<file path="config.mk">
export PLATFORM = sky130hd
export DESIGN_NAME = ahb_traffic_gen_flat
export DESIGN_NICKNAME = d
export VERILOG_FILES = /design/src/rtl/ahb_traffic_gen_if.sv /design/src/rtl/ahb_traffic_gen.sv /design/src/flat_wrapper.sv
export SDC_FILE = /design/constraint.sdc
export NUM_CORES = 1
export LEC_CHECK = 0
export CAP_MARGIN = 5
export CORE_MARGIN = 2
export CORE_UTILIZATION = 55
export DETAILED_ROUTE_END_ITERATION = 7
export PLACE_DENSITY_LB_ADDON = 0.05
export SLEW_MARGIN = 40
export SYNTH_ARGS = -nofsm -noshare
export SYNTH_HDL_FRONTEND = slang
export SYNTH_SLANG_ARGS = --single-unit
</file>
<file path="constraint.sdc">
create_clock -name hclk -period 15.1 [get_ports hclk]
set_input_delay 3.02 -clock hclk [delete_from_list [all_inputs] [get_ports hclk]]
set_output_delay 3.02 -clock hclk [all_outputs]
set_load 0.01 [all_outputs]
</file>
<file path="src/rtl/ahb_traffic_gen_if.sv">
// rtl/ahb_traffic_gen_if.sv - AHB-Lite single-master bus bundle for the traffic generator
interface ahb_traffic_gen_if #(
  parameter int ADDR_WIDTH = 32,
  parameter int DATA_WIDTH = 32
) ();
  logic [ADDR_WIDTH-1:0] haddr;
  logic [1:0]            htrans;
  logic                  hwrite;
  logic [2:0]            hsize;
  logic [2:0]            hburst;
  logic [DATA_WIDTH-1:0] hwdata;
  logic [DATA_WIDTH-1:0] hrdata;
  logic                  hready;
  logic                  hresp;

  modport master (
    output haddr, htrans, hwrite, hsize, hburst, hwdata,
    input  hrdata, hready, hresp
  );

  modport slave (
    input  haddr, htrans, hwrite, hsize, hburst, hwdata,
    output hrdata, hready, hresp
  );
endinterface

</file>
<file path="src/rtl/ahb_traffic_gen.sv">
// rtl/ahb_traffic_gen.sv - AHB-Lite master issuing N single transfers with random idle gaps
module ahb_traffic_gen #(
  parameter int          ADDR_WIDTH = 32,
  parameter int          DATA_WIDTH = 32,
  parameter int          CNT_WIDTH  = 8,
  parameter int          DLY_WIDTH  = 4,
  parameter logic [15:0] LFSR_SEED  = 16'hACE1,
  parameter logic [31:0] PATTERN    = 32'h5A5A_0000
) (
  input  logic                  hclk,
  input  logic                  hreset,
  input  logic                  start,
  input  logic [1:0]            mode,
  input  logic [ADDR_WIDTH-1:0] base_addr,
  input  logic [CNT_WIDTH-1:0]  nums,
  input  logic [DLY_WIDTH-1:0]  max_delay,
  ahb_traffic_gen_if.master     bus,
  output logic                  busy,
  output logic                  done,
  output logic [CNT_WIDTH-1:0]  mismatch_cnt,
  output logic [CNT_WIDTH-1:0]  err_cnt
);
  localparam int                    BYTES = DATA_WIDTH / 8;
  localparam logic [2:0]            HSIZE = 3'($clog2(BYTES));
  localparam logic [DATA_WIDTH-1:0] PAT   = PATTERN[DATA_WIDTH-1:0];

  typedef enum logic [2:0] {S_IDLE, S_DELAY, S_ADDR, S_DATA, S_DONE} state_t;

  state_t                state_q, state_d;
  logic [ADDR_WIDTH-1:0] addr_q, base_q;
  logic [CNT_WIDTH-1:0]  idx_q, nums_q, mis_q, err_q;
  logic [DLY_WIDTH-1:0]  maxd_q, dly_q, dly_new;
  logic [DLY_WIDTH:0]    dly_div;
  logic [1:0]            mode_q;
  logic                  pass_wr_q, err_seen_q, done_q;
  logic [15:0]           lfsr_q;
  logic [DATA_WIDTH-1:0] data_i;
  logic                  start_ok, last_xfer, second_pass;

  assign data_i      = PAT ^ DATA_WIDTH'(idx_q);
  assign start_ok    = (state_q == S_IDLE) && start && !done_q;
  assign last_xfer   = ({1'b0, idx_q} + (CNT_WIDTH+1)'(1)) >= {1'b0, nums_q};
  assign second_pass = (mode_q == 2'b10) && pass_wr_q;

  // In IDLE the run parameters are not latched yet, so the first gap uses the live input.
  assign dly_div = {1'b0, (state_q == S_IDLE) ? max_delay : maxd_q} + (DLY_WIDTH+1)'(1);
  assign dly_new = DLY_WIDTH'({1'b0, lfsr_q[DLY_WIDTH-1:0]} % dly_div);

  always_ff @(posedge hclk) begin
    if (hreset) state_q <= S_IDLE;
    else        state_q <= state_d;
  end

  always_comb begin
    state_d = state_q;
    case (state_q)
      S_IDLE:  if (start_ok)
                 state_d = (nums == '0) ? S_DONE : ((dly_new == '0) ? S_ADDR : S_DELAY);
      S_DELAY: if (dly_q == DLY_WIDTH'(1)) state_d = S_ADDR;
      S_ADDR:  if (bus.hready) state_d = S_DATA;
      S_DATA:  if (bus.hready) begin
                 if (!last_xfer || second_pass)
                   state_d = (dly_new == '0) ? S_ADDR : S_DELAY;
                 else
                   state_d = S_DONE;
               end
      S_DONE:  state_d = S_IDLE;
      default: state_d = S_IDLE;
    endcase
  end

  always_comb begin
    bus.htrans   = (state_q == S_ADDR) ? 2'b10 : 2'b00;
    bus.hwrite   = (state_q == S_ADDR) && pass_wr_q;
    bus.haddr    = addr_q;
    bus.hwdata   = ((state_q == S_DATA) && pass_wr_q) ? data_i : '0;
    bus.hsize    = HSIZE;
    bus.hburst   = 3'b000;
    busy         = (state_q != S_IDLE);
    done         = done_q;
    mismatch_cnt = mis_q;
    err_cnt      = err_q;
  end

  always_ff @(posedge hclk) begin
    if (hreset) begin
      addr_q     <= '0;
      base_q     <= '0;
      idx_q      <= '0;
      nums_q     <= '0;
      mis_q      <= '0;
      err_q      <= '0;
      maxd_q     <= '0;
      dly_q      <= '0;
      mode_q     <= 2'b00;
      pass_wr_q  <= 1'b0;
      err_seen_q <= 1'b0;
      done_q     <= 1'b0;
      lfsr_q     <= LFSR_SEED;
    end else begin
      done_q <= (state_q == S_DONE);
      if (state_q != S_IDLE)
        lfsr_q <= {lfsr_q[14:0], lfsr_q[15] ^ lfsr_q[13] ^ lfsr_q[12] ^ lfsr_q[10]};
      if (state_q == S_DELAY)
        dly_q <= dly_q - DLY_WIDTH'(1);
      else if (state_d == S_DELAY)
        dly_q <= dly_new;
      case (state_q)
        S_IDLE: if (start_ok) begin
          base_q     <= base_addr;
          addr_q     <= base_addr;
          nums_q     <= nums;
          maxd_q     <= max_delay;
          mode_q     <= mode;
          idx_q      <= '0;
          mis_q      <= '0;
          err_q      <= '0;
          err_seen_q <= 1'b0;
          pass_wr_q  <= (mode != 2'b01);
        end
        S_DATA: begin
          // An ERROR response is counted on its first cycle only and never compared.
          if (bus.hresp && !bus.hready && !err_seen_q) begin
            err_seen_q <= 1'b1;
            if (err_q != '1) err_q <= err_q + CNT_WIDTH'(1);
          end
          if (bus.hready) begin
            err_seen_q <= 1'b0;
            if (!pass_wr_q && !bus.hresp && !err_seen_q && (bus.hrdata != data_i) && (mis_q != '1))
              mis_q <= mis_q + CNT_WIDTH'(1);
            if (!last_xfer) begin
              idx_q  <= idx_q + CNT_WIDTH'(1);
              addr_q <= addr_q + ADDR_WIDTH'(BYTES);
            end else if (second_pass) begin
              pass_wr_q <= 1'b0;
              idx_q     <= '0;
              addr_q    <= base_q;
            end
          end
        end
        default: ;
      endcase
    end
  end
endmodule
</file>
<file path="src/flat_wrapper.sv">
// flat-port wrapper written by rule: the top's interface ports become plain ports
module ahb_traffic_gen_flat 
#(
  parameter int          ADDR_WIDTH = 32,
  parameter int          DATA_WIDTH = 32,
  parameter int          CNT_WIDTH  = 8,
  parameter int          DLY_WIDTH  = 4,
  parameter logic [15:0] LFSR_SEED  = 16'hACE1,
  parameter logic [31:0] PATTERN    = 32'h5A5A_0000
)
  (hclk, hreset, start, mode, base_addr, nums, max_delay, busy, done, mismatch_cnt, err_cnt, bus_haddr, bus_htrans, bus_hwrite, bus_hsize, bus_hburst, bus_hwdata, bus_hrdata, bus_hready, bus_hresp);
  ahb_traffic_gen_if #(.ADDR_WIDTH(ADDR_WIDTH), .DATA_WIDTH(DATA_WIDTH)) bus_i ();
  input  logic hclk;
  input  logic hreset;
  input  logic start;
  input  logic [1:0] mode;
  input  logic [ADDR_WIDTH-1:0] base_addr;
  input  logic [CNT_WIDTH-1:0] nums;
  input  logic [DLY_WIDTH-1:0] max_delay;
  output logic busy;
  output logic done;
  output logic [CNT_WIDTH-1:0] mismatch_cnt;
  output logic [CNT_WIDTH-1:0] err_cnt;
  output wire logic [$bits(bus_i.haddr)-1:0] bus_haddr;
  output wire logic [$bits(bus_i.htrans)-1:0] bus_htrans;
  output wire logic [$bits(bus_i.hwrite)-1:0] bus_hwrite;
  output wire logic [$bits(bus_i.hsize)-1:0] bus_hsize;
  output wire logic [$bits(bus_i.hburst)-1:0] bus_hburst;
  output wire logic [$bits(bus_i.hwdata)-1:0] bus_hwdata;
  input wire logic [$bits(bus_i.hrdata)-1:0] bus_hrdata;
  input wire logic [$bits(bus_i.hready)-1:0] bus_hready;
  input wire logic [$bits(bus_i.hresp)-1:0] bus_hresp;
  assign bus_haddr = bus_i.haddr;
  assign bus_htrans = bus_i.htrans;
  assign bus_hwrite = bus_i.hwrite;
  assign bus_hsize = bus_i.hsize;
  assign bus_hburst = bus_i.hburst;
  assign bus_hwdata = bus_i.hwdata;
  assign bus_i.hrdata = bus_hrdata;
  assign bus_i.hready = bus_hready;
  assign bus_i.hresp = bus_hresp;
  ahb_traffic_gen #(.ADDR_WIDTH(ADDR_WIDTH), .DATA_WIDTH(DATA_WIDTH), .CNT_WIDTH(CNT_WIDTH), .DLY_WIDTH(DLY_WIDTH), .LFSR_SEED(LFSR_SEED), .PATTERN(PATTERN)) u_core (.hclk(hclk), .hreset(hreset), .start(start), .mode(mode), .base_addr(base_addr), .nums(nums), .max_delay(max_delay), .bus(bus_i), .busy(busy), .done(done), .mismatch_cnt(mismatch_cnt), .err_cnt(err_cnt));
endmodule
</file>
==> metrics list, run 1 <==
- The run finished, with violations left.
- Violations in the final reports: DRC
- Worst-margin pin slew: between 0.7 and 0.8 ns
- Flip-flop cell with the highest count after synthesis: dfxtp_1
* Port bufs: 150
- The smallest clock period supported by the final layout is computed as between 10 and 15 ns.
- Clock latency of the later-clocked register in the worst-skew pair: just over 0.4 ns
- The number of antenna violations at the first check in global routing is 0.
- The setup path with the least slack is of type primary input to flop.
- Crit path max fanout: 10
- Setup repair after global routing left no endpoint under its margin.
- The pre-antenna-repair detailed-routing pass consisted of 8 iterations.
- EDFF count, synth: 0
- Arrival time of the worst setup path: 11.07 ns
- The worst register-to-register path has a setup slack of 6.24 ns.
- For this design the top-level I/O count stands at 174.
- Placed Instances: roughly 1300
* Floorplan die area: 0.0151 mm^2
* Commonest non-fill, non-tap cells in the layout: nand2_1 (198), clkdlybuf4s50_1 (149), dfxtp_1 (128)
- Post-Route WL: about 21 mm
- The floorplan step set the die width to ~120 um.
* Setup crit end kind: flop
- Dividing the final minimum period by the clock period gives 0.712.
* Area taken by flip-flops and latches: 0.00256 mm^2
* Total of fill cells in the finished design: ~1200
- Most common cell after layout, fill and taps aside: nand2_1
* Worst Setup SP: max_delay[0]
* Largest net degree at the start of global routing: 52
* Overall routing resource usage: 0.272
* Number of slew-limit violations in the final report: 0
- Number of setup buffers added after CTS: 0
- Vias in the first global route: around 6700
- In this design, the stage delay of the slowest critical-path cell is 0.61 ns.
- Clock-pin slew was measured on the worst setup and hold paths at around 0.05 ns.
- For this design the ratio of total power to cell area is about 150 mW/mm^2.
- The startpoint identified for the worst register-to-register timing path is u_core.state_q[0]$_SDFF_PP0_.
- Gate count after technology mapping: a little over 1000
* Place WS: between 4 and 5 ns
- Leakage power summed over all cells: roughly 0.0036 uW
- Chip height: around 120 um
- The worst setup path is launched from a primary input.
- # Max-Cap Violations: 0
- Clock buffer depth: 2
- Warnings, synthesis: 0
* Highest-delay cell along the critical path: or4b_2
- The multi-input combinational cells in the finished layout cover a total of around 0.0048 mm^2.
- The routed layout has around 7600 vias.
- At the end of routability-driven placement, the weighted congestion stood at 0.874.
- Row count: 43
- Endpoint of the lowest-slack register-to-register path: u_core.dly_q[1]$_SDFFE_PP0P_
- For this run the aggregate overflow at the end of global routing stands at 0.
- The initial utilization of the core area, before any placement, comes to 0.562.
- Power comes to approximately 1500 uW.
- Resized cells post-CTS: 0
* Library cells used by synthesis: 72
- The root buffer cell chosen for the clock tree is clkbuf_16.
* Flop and latch count out of synthesis: between 100 and 150
* Number of DRC markers after the initial detailed-route iteration: between 400 and 500
- TritonCTS created 17 clock buffers.
- In the post-route analysis, the smallest setup slack over all paths is ~4.4 ns.
- The first global-routing pass estimated 32.8 mm of wire.
- In this run the tightest slew margin relative to its limit is 0.490.
- A synthesized cell averages 7.51 um^2.
- # nets final: roughly 1300
- The detail route stage leaves a number of antenna-violating nets equal to 0.
- Data required time of the worst path: 15.42 ns
* Worst min path class: flop to flop
- Fraction of layout cells with a size suffix above 1: 0.0488
- After detailed routing, the average wire length per cell comes to between 15 and 20 um.
- CTS H-tree lvls: 4
- Dividing the detail-routed via count by the number of cells gives 5.72.
* Final worst clock skew: approximately 0.0085 ns
* Final Hold Fails: 0
- Summing every instance area after synthesis gives about 0.0078 mm^2.
- CTS tree: yes
* Layout overhead on the synthesized area: 25.3%
- The share of the Yosys chip area taken by registers is 0.330.
* Non-Filler Instances: approximately 1300
* CP endpoint: u_core.dly_q[1]$_SDFFE_PP0P_
* Core region area: between 0.01 and 0.015 mm^2
- Hold buffer count at CTS: 0
- Once detailed placement completed, the half-perimeter wirelength came to 14.0 mm.
- Final setup fails: 0
- Number of antenna repair diodes: 0
* Max Clock Freq: approximately 93 MHz
- Clock tree synthesis found a total of 128 sinks.
* Final worst hold slack: roughly 0.45 ns
- After detailed routing, the number of remaining DRC violations is 1.
- The worst-case IR drop observed on VDD is 93.6 uV.
* Cell depth of the worst flop-to-flop path: 33
- Final setup TNS: 0 ns
* Share of flip-flops with an asynchronous set or reset after synthesis: 0
## cell families after synthesis
group           count (synthesis)  share of synthesized area
other cells                     2                   0.000967
simple gates                  450                      0.268
mux                             9                     0.0121
fa+ha+maj                      32                     0.0525
xor+xnor                       59                     0.0665
flops                         128                      0.330
compound gates                238                      0.197
buf+inv                       116                     0.0731
## layout make-up
type                            instances  area share
Inverter                               23     0.00887
Tap cell                              180      0.0231
Sequential cell                       128       0.263
Clock inverter                          1    0.000514
Clock buffer                           25      0.0519
Timing Repair Buffer                  160       0.164
Multi-Input combinational cell        811       0.488
## flip-flops by register name (all words and copies together) (netlist names)
register             cells
u_core.bus.haddr        32
u_core.dly_q             4
u_core.err_cnt           8
u_core.done              1
u_core.pass_wr_q         1
u_core.mode_q            2
u_core.state_q           3
u_core.lfsr_q           16
u_core.idx_q             8
u_core.mismatch_cnt      8
u_core.maxd_q            4
u_core.nums_q            8
u_core.err_seen_q        1
u_core.base_q           32
## worst max-delay path, delay by kind of cell
family	cells	cell delay, ns
fa+ha+maj	5	1.67
buf+inv	3	0.74
mux	1	0.39
simple gates	6	1.32
compound gates	17	3.91
## power breakdown
group	internal, uW	switching (uW)	total (uW)
registers	392	55.5	447
clock network	226	138	363
logic	277	389	666
total	895	582	1480
## worst min path at each step
stage	startpoint	endpoint	slack (ns)	cells past startpoint
finish	u_core.base_q[15]$_SDFFE_PP0P_	u_core.base_q[15]$_SDFFE_PP0P_	0.45	2
global route	u_core.base_q[28]$_SDFFE_PP0P_	u_core.base_q[28]$_SDFFE_PP0P_	0.47	2
CTS	u_core.base_q[18]$_SDFFE_PP0P_	u_core.base_q[18]$_SDFFE_PP0P_	0.45	2
detailed placement	u_core.base_q[18]$_SDFFE_PP0P_	u_core.base_q[18]$_SDFFE_PP0P_	0.44	2
global placement	u_core.base_q[18]$_SDFFE_PP0P_	u_core.base_q[18]$_SDFFE_PP0P_	0.44	2
floorplan	u_core.mode_q[0]$_SDFFE_PP0P_	u_core.mode_q[0]$_SDFFE_PP0P_	0.43	2
## per-layer routing
| metal | up-vias | track usage | wire, um |
|---|---|---|---|
| met3 | 24 | 0.0669 | 1480 |
| met4 | 0 | 0.0769 | 245 |
| met2 | 258 | 0.436 | 9690 |
| li1 | 3778 | - | - |
| met1 | 3532 | 0.364 | 9210 |
| met5 | - | 0 | 0 |
## Yosys cell counts, types with 25 or more instances
master,instances,area [um^2]
a211oi_1,25,188
nand3_1,31,155
o21ai_0,26,130
nand2_1,198,743
nor2_1,94,353
nor3_1,28,140
dfxtp_1,128,2560
a21oi_1,102,510
buf_4,31,233
clkbuf_1,51,191
xnor2_1,36,315
ha_1,31,388
## metrics by stage
step	instance area [um^2]	utilization
after detailed placement	9230	0.667
after global placement	9180	0.664
after global routing	9740	0.704
final	9740	0.704
after CTS	9740	0.704
after floorplan	7850	-
Note: power is estimated with default switching activity, not from simulation.
==> run 2, diff against run 1 <==
--- a/config.mk
+++ b/config.mk
@@ -7,7 +7,7 @@
 export LEC_CHECK = 0
 export CAP_MARGIN = 5
 export CORE_MARGIN = 2
-export CORE_UTILIZATION = 55
+export CORE_UTILIZATION = 46
 export DETAILED_ROUTE_END_ITERATION = 7
 export PLACE_DENSITY_LB_ADDON = 0.05
 export SLEW_MARGIN = 40
==> constraint.sdc (replaced) <==
create_clock -name hclk -period 9.35 [get_ports hclk]
set_input_delay 1.87 -clock hclk [delete_from_list [all_inputs] [get_ports hclk]]
set_output_delay 1.87 -clock hclk [all_outputs]
set_load 0.01 [all_outputs]
==> run 2 against run 1 <==
Against the previous run: the flow now finishes without violations; sequential power rose by 62%; critical endpoint unchanged; clock skew barely moved; total power rose by 72%; utilization fell by 10 points; combinational power rose by 70%; die area rose by 19%; sequential share of layout area fell by 0.57 points; hold slack improved by 0.0014 ns; largest power group unchanged; final area rose by 2.2%; global-route usage fell by 3.6 points.
==> metrics list, run 2 (synthesis gave the netlist of run 1 again) <==
* Time the worst path needs with I/O delays and setup: a little under 9 ns
* Hold buffer count at CTS: 0 (unchanged)
- Final worst hold slack: 0.452 ns (+0.00142 ns)
- The peak supply drop is 171 uV (+83%).
- The final worst clock skew was 0.00881 ns (+0.000358 ns).
* Register-to-register path setup slack: 1.63 ns (-4.61 ns)
* Final setup fails: 0 (unchanged)
- Largest net degree at the start of global routing: 83 (+60%)
- The met1 usage in global routing came to 0.314 (-0.0505).
- Fraction of layout cells with a size suffix above 1: 0.0602 (+0.0114)
- Outcome: complete, no violations
- The library cells used most frequently in the layout, excluding fill and tap cells, are nand2_1 (198), clkdlybuf4s50_1 (149), dfxtp_1 (128).
- # DRC: 0 (-1)
* Leakage power summed over all cells: 0.00374 uW (+2.6%)
- The wire length of the first global-routing pass was 34.6 mm (+5.7%).
* Number of slew-limit violations in the final report: 0 (unchanged)
* Avg Vias per Cell: 5.37 (-6.1%)
* # nets final: 1266 (+0.80%)
- Most Frequent Cell on Critical Path: ha_1
- Arrival time of the worst setup path: 9.00 ns (-2.07 ns)
- Crit path max fanout: 6 (-4)
* CP endpoint: u_core.dly_q[1]$_SDFFE_PP0P_
* Port bufs: 150 (unchanged)
* Number of nets still failing antenna checks after routing: 0 (unchanged)
- The placed instance area was 0.00934 mm^2 (+1.2%).
* Final design instance area without fill: 0.00995 mm^2 (+2.2%)
* Number of antenna violations at the first check in global routing: 1 (+1)
- Launch point of the worst reg-to-reg path: u_core.state_q[1]$_SDFF_PP0_
- The transition time of the tightest slew-check pin was 0.797 ns (+0.0377 ns).
- Power per standard cell area: 256 mW/mm^2 (+69%)
- Floorplan die area: 0.0179 mm^2 (+19%)
* Via count: 7424 (-2.2%)
* Total CTS buffers: 17 (unchanged)
* Worst Setup SP: max_delay[0]
- On the critical path, the stage with the largest delay is an instance of or4b_2.
* Initial Util: 0.470 (-0.0917)
- The global routing stage identified its most utilized layer as met2.
- Worst setup SP type: primary input
- Number of antenna repair diodes: 0 (unchanged)
- Resized cells post-CTS: 0 (unchanged)
- CTS H-tree lvls: 4 (unchanged)
- The total wirelength of the detailed-routed design came to 21.1 mm (+2.4%).
- Final setup TNS: 0 ns (unchanged)
- The first-pass iteration count of the detailed router came to 5 (-3).
* Die extent in x: 134 um (+9.0%)
- Crit share post-route: 0.927
- The last weighted congestion value of the routability-driven placer was 0.878 (+0.41%).
- The overall overflow remaining after global route is 0 (unchanged).
- The required time at the endpoint of the critical path was 9.68 ns (-5.74 ns).
- Unrepaired setup endpoints after global routing: false
- The total count of hold-check failures in the final report came to 0 (unchanged).
- The relative max-transition margin came to 0.463 (-0.0269).
* # Max-Cap Violations: 0 (unchanged)
- Layout overhead on the synthesized area: 28.1%
- The number of violations reported at the end of detailed-routing iteration 0 was 458 (+1.8%).
* Wire per inst: 15.3 um (-1.6%)
* Total of fill cells in the finished design: 1584 (+31%)
- Overall routing resource usage: 0.236 (-0.0359)
- I/O pin total: 174 (unchanged)
- The vertical die dimension came to 134 um (+9.0%).
- Max incr delay on CP: 0.62 ns (about the same)
- Core region area: 0.0165 mm^2 (+20%)
* Clk slew on worst S/H paths: 0.06 ns (about the same)
- Area taken by flip-flops and latches: 0.00256 mm^2 (unchanged)
- The footprint of the multi-input gates was 0.00475 mm^2 (unchanged).
- Met3 Track Usage GR: 0.0563 (-0.0106)
- The number of global-route vias before repair came to 6954 (+4.4%).
- The number of rows in the core area came to 47 (+9.3%).
- The library cell used most frequently in the layout, excluding fill and tap cells, is nand2_1.
- The clock latency on the worst-skew pair is 0.42 ns (about the same).
* Clock sink count: 128 (unchanged)
* Detailed-placement wirelength estimate: 14.2 mm (+1.2%)
* CTS tree: yes
- Worst Setup Path Type: primary input to flop
- The min-delay analysis places its worst path in the category flop to flop.
- Cell depth of the worst flop-to-flop path: 33 (unchanged)
- The maximum number of buffers from clock root to sink came to 2 (unchanged).
- Max Clock Freq: between 100 and 150 MHz
- The endpoint identified for the worst register-to-register timing path is u_core.dly_q[1]$_SDFFE_PP0P_.
- Clock root cell: clkbuf_16
- STA classifies the critical path endpoint as a flop.
* Number of setup buffers added after CTS: 0 (unchanged)
* Met2 track demand over resource: 0.382 (-0.0544)
==> run 2: changes by cell type in the layout (fill, tap and decap cells not counted), sizes merged <==
cell | previous run | this run
buf | 11 | 21
bufinv | 0 | 3
clkbuf | 25 | 26
clkinv | 1 | 2
==> run 2: worst min-delay path by stage <==
stage                                   start                              to  slack, ns  depth (start not counted)
5_1_grt        u_core.base_q[18]$_SDFFE_PP0P_  u_core.base_q[18]$_SDFFE_PP0P_       0.46                          2
2_1_floorplan   u_core.mode_q[0]$_SDFFE_PP0P_   u_core.mode_q[0]$_SDFFE_PP0P_       0.43                          2
4_1_cts        u_core.base_q[18]$_SDFFE_PP0P_  u_core.base_q[18]$_SDFFE_PP0P_       0.45                          2
3_5_place_dp   u_core.base_q[18]$_SDFFE_PP0P_  u_core.base_q[18]$_SDFFE_PP0P_       0.44                          2
3_3_place_gp    u_core.mode_q[0]$_SDFFE_PP0P_   u_core.mode_q[0]$_SDFFE_PP0P_       0.44                          2
6_report        u_core.lfsr_q[9]$_SDFFE_PP0N_   u_core.lfsr_q[9]$_SDFFE_PP0N_       0.45                          2
==> run 2: layout make-up <==
| cell class | count | area share |
|---|---|---|
| Sequential cell | 128 | 0.257 |
| Clock buffer | 26 | 0.0512 |
| Timing Repair Buffer | 170 | 0.168 |
| Multi-Input combinational cell | 811 | 0.477 |
| Tap cell | 220 | 0.0277 |
| Inverter | 23 | 0.00867 |
| Clock inverter | 5 | 0.0101 |
==> run 2: worst max-delay path: cells and delay by family <==
kind | cells | cell delay [ns]
adder cells (fa/ha/maj) | 5 | 1.52
AO/OA/AOI/OAI | 16 | 3.28
buffers and inverters | 3 | 0.61
multiplexers | 2 | 0.49
AND/OR/NAND/NOR | 5 | 1.21
==> run 2: layer usage <==
layer / routed length [um] / part of all wire
met1: 9900 / 0.47
met3: 1140 / 0.054
met5: 13 / 0.00062
met2: 9820 / 0.46
met4: 239 / 0.011
==> run 2: power by group <==
group          internal [uW]  switching (uW)
combinational            498             636
clock                    453             235
sequential               633            90.2
total                   1580             961
==> run 2: stage by stage <==
stage | utilization | instances | setup WS (ns) | power [uW]
final | 0.602 | 1383 | 0.681 | 2540
after global routing | 0.602 | 1383 | 0.199 | 2720
after CTS | 0.602 | 1383 | 0.730 | 2560
after detailed placement | 0.565 | 1352 | 0.316 | 1860
after global placement | 0.563 | 1350 | 0.487 | 1840
after floorplan | - | 1055 | 0.722 | 1500
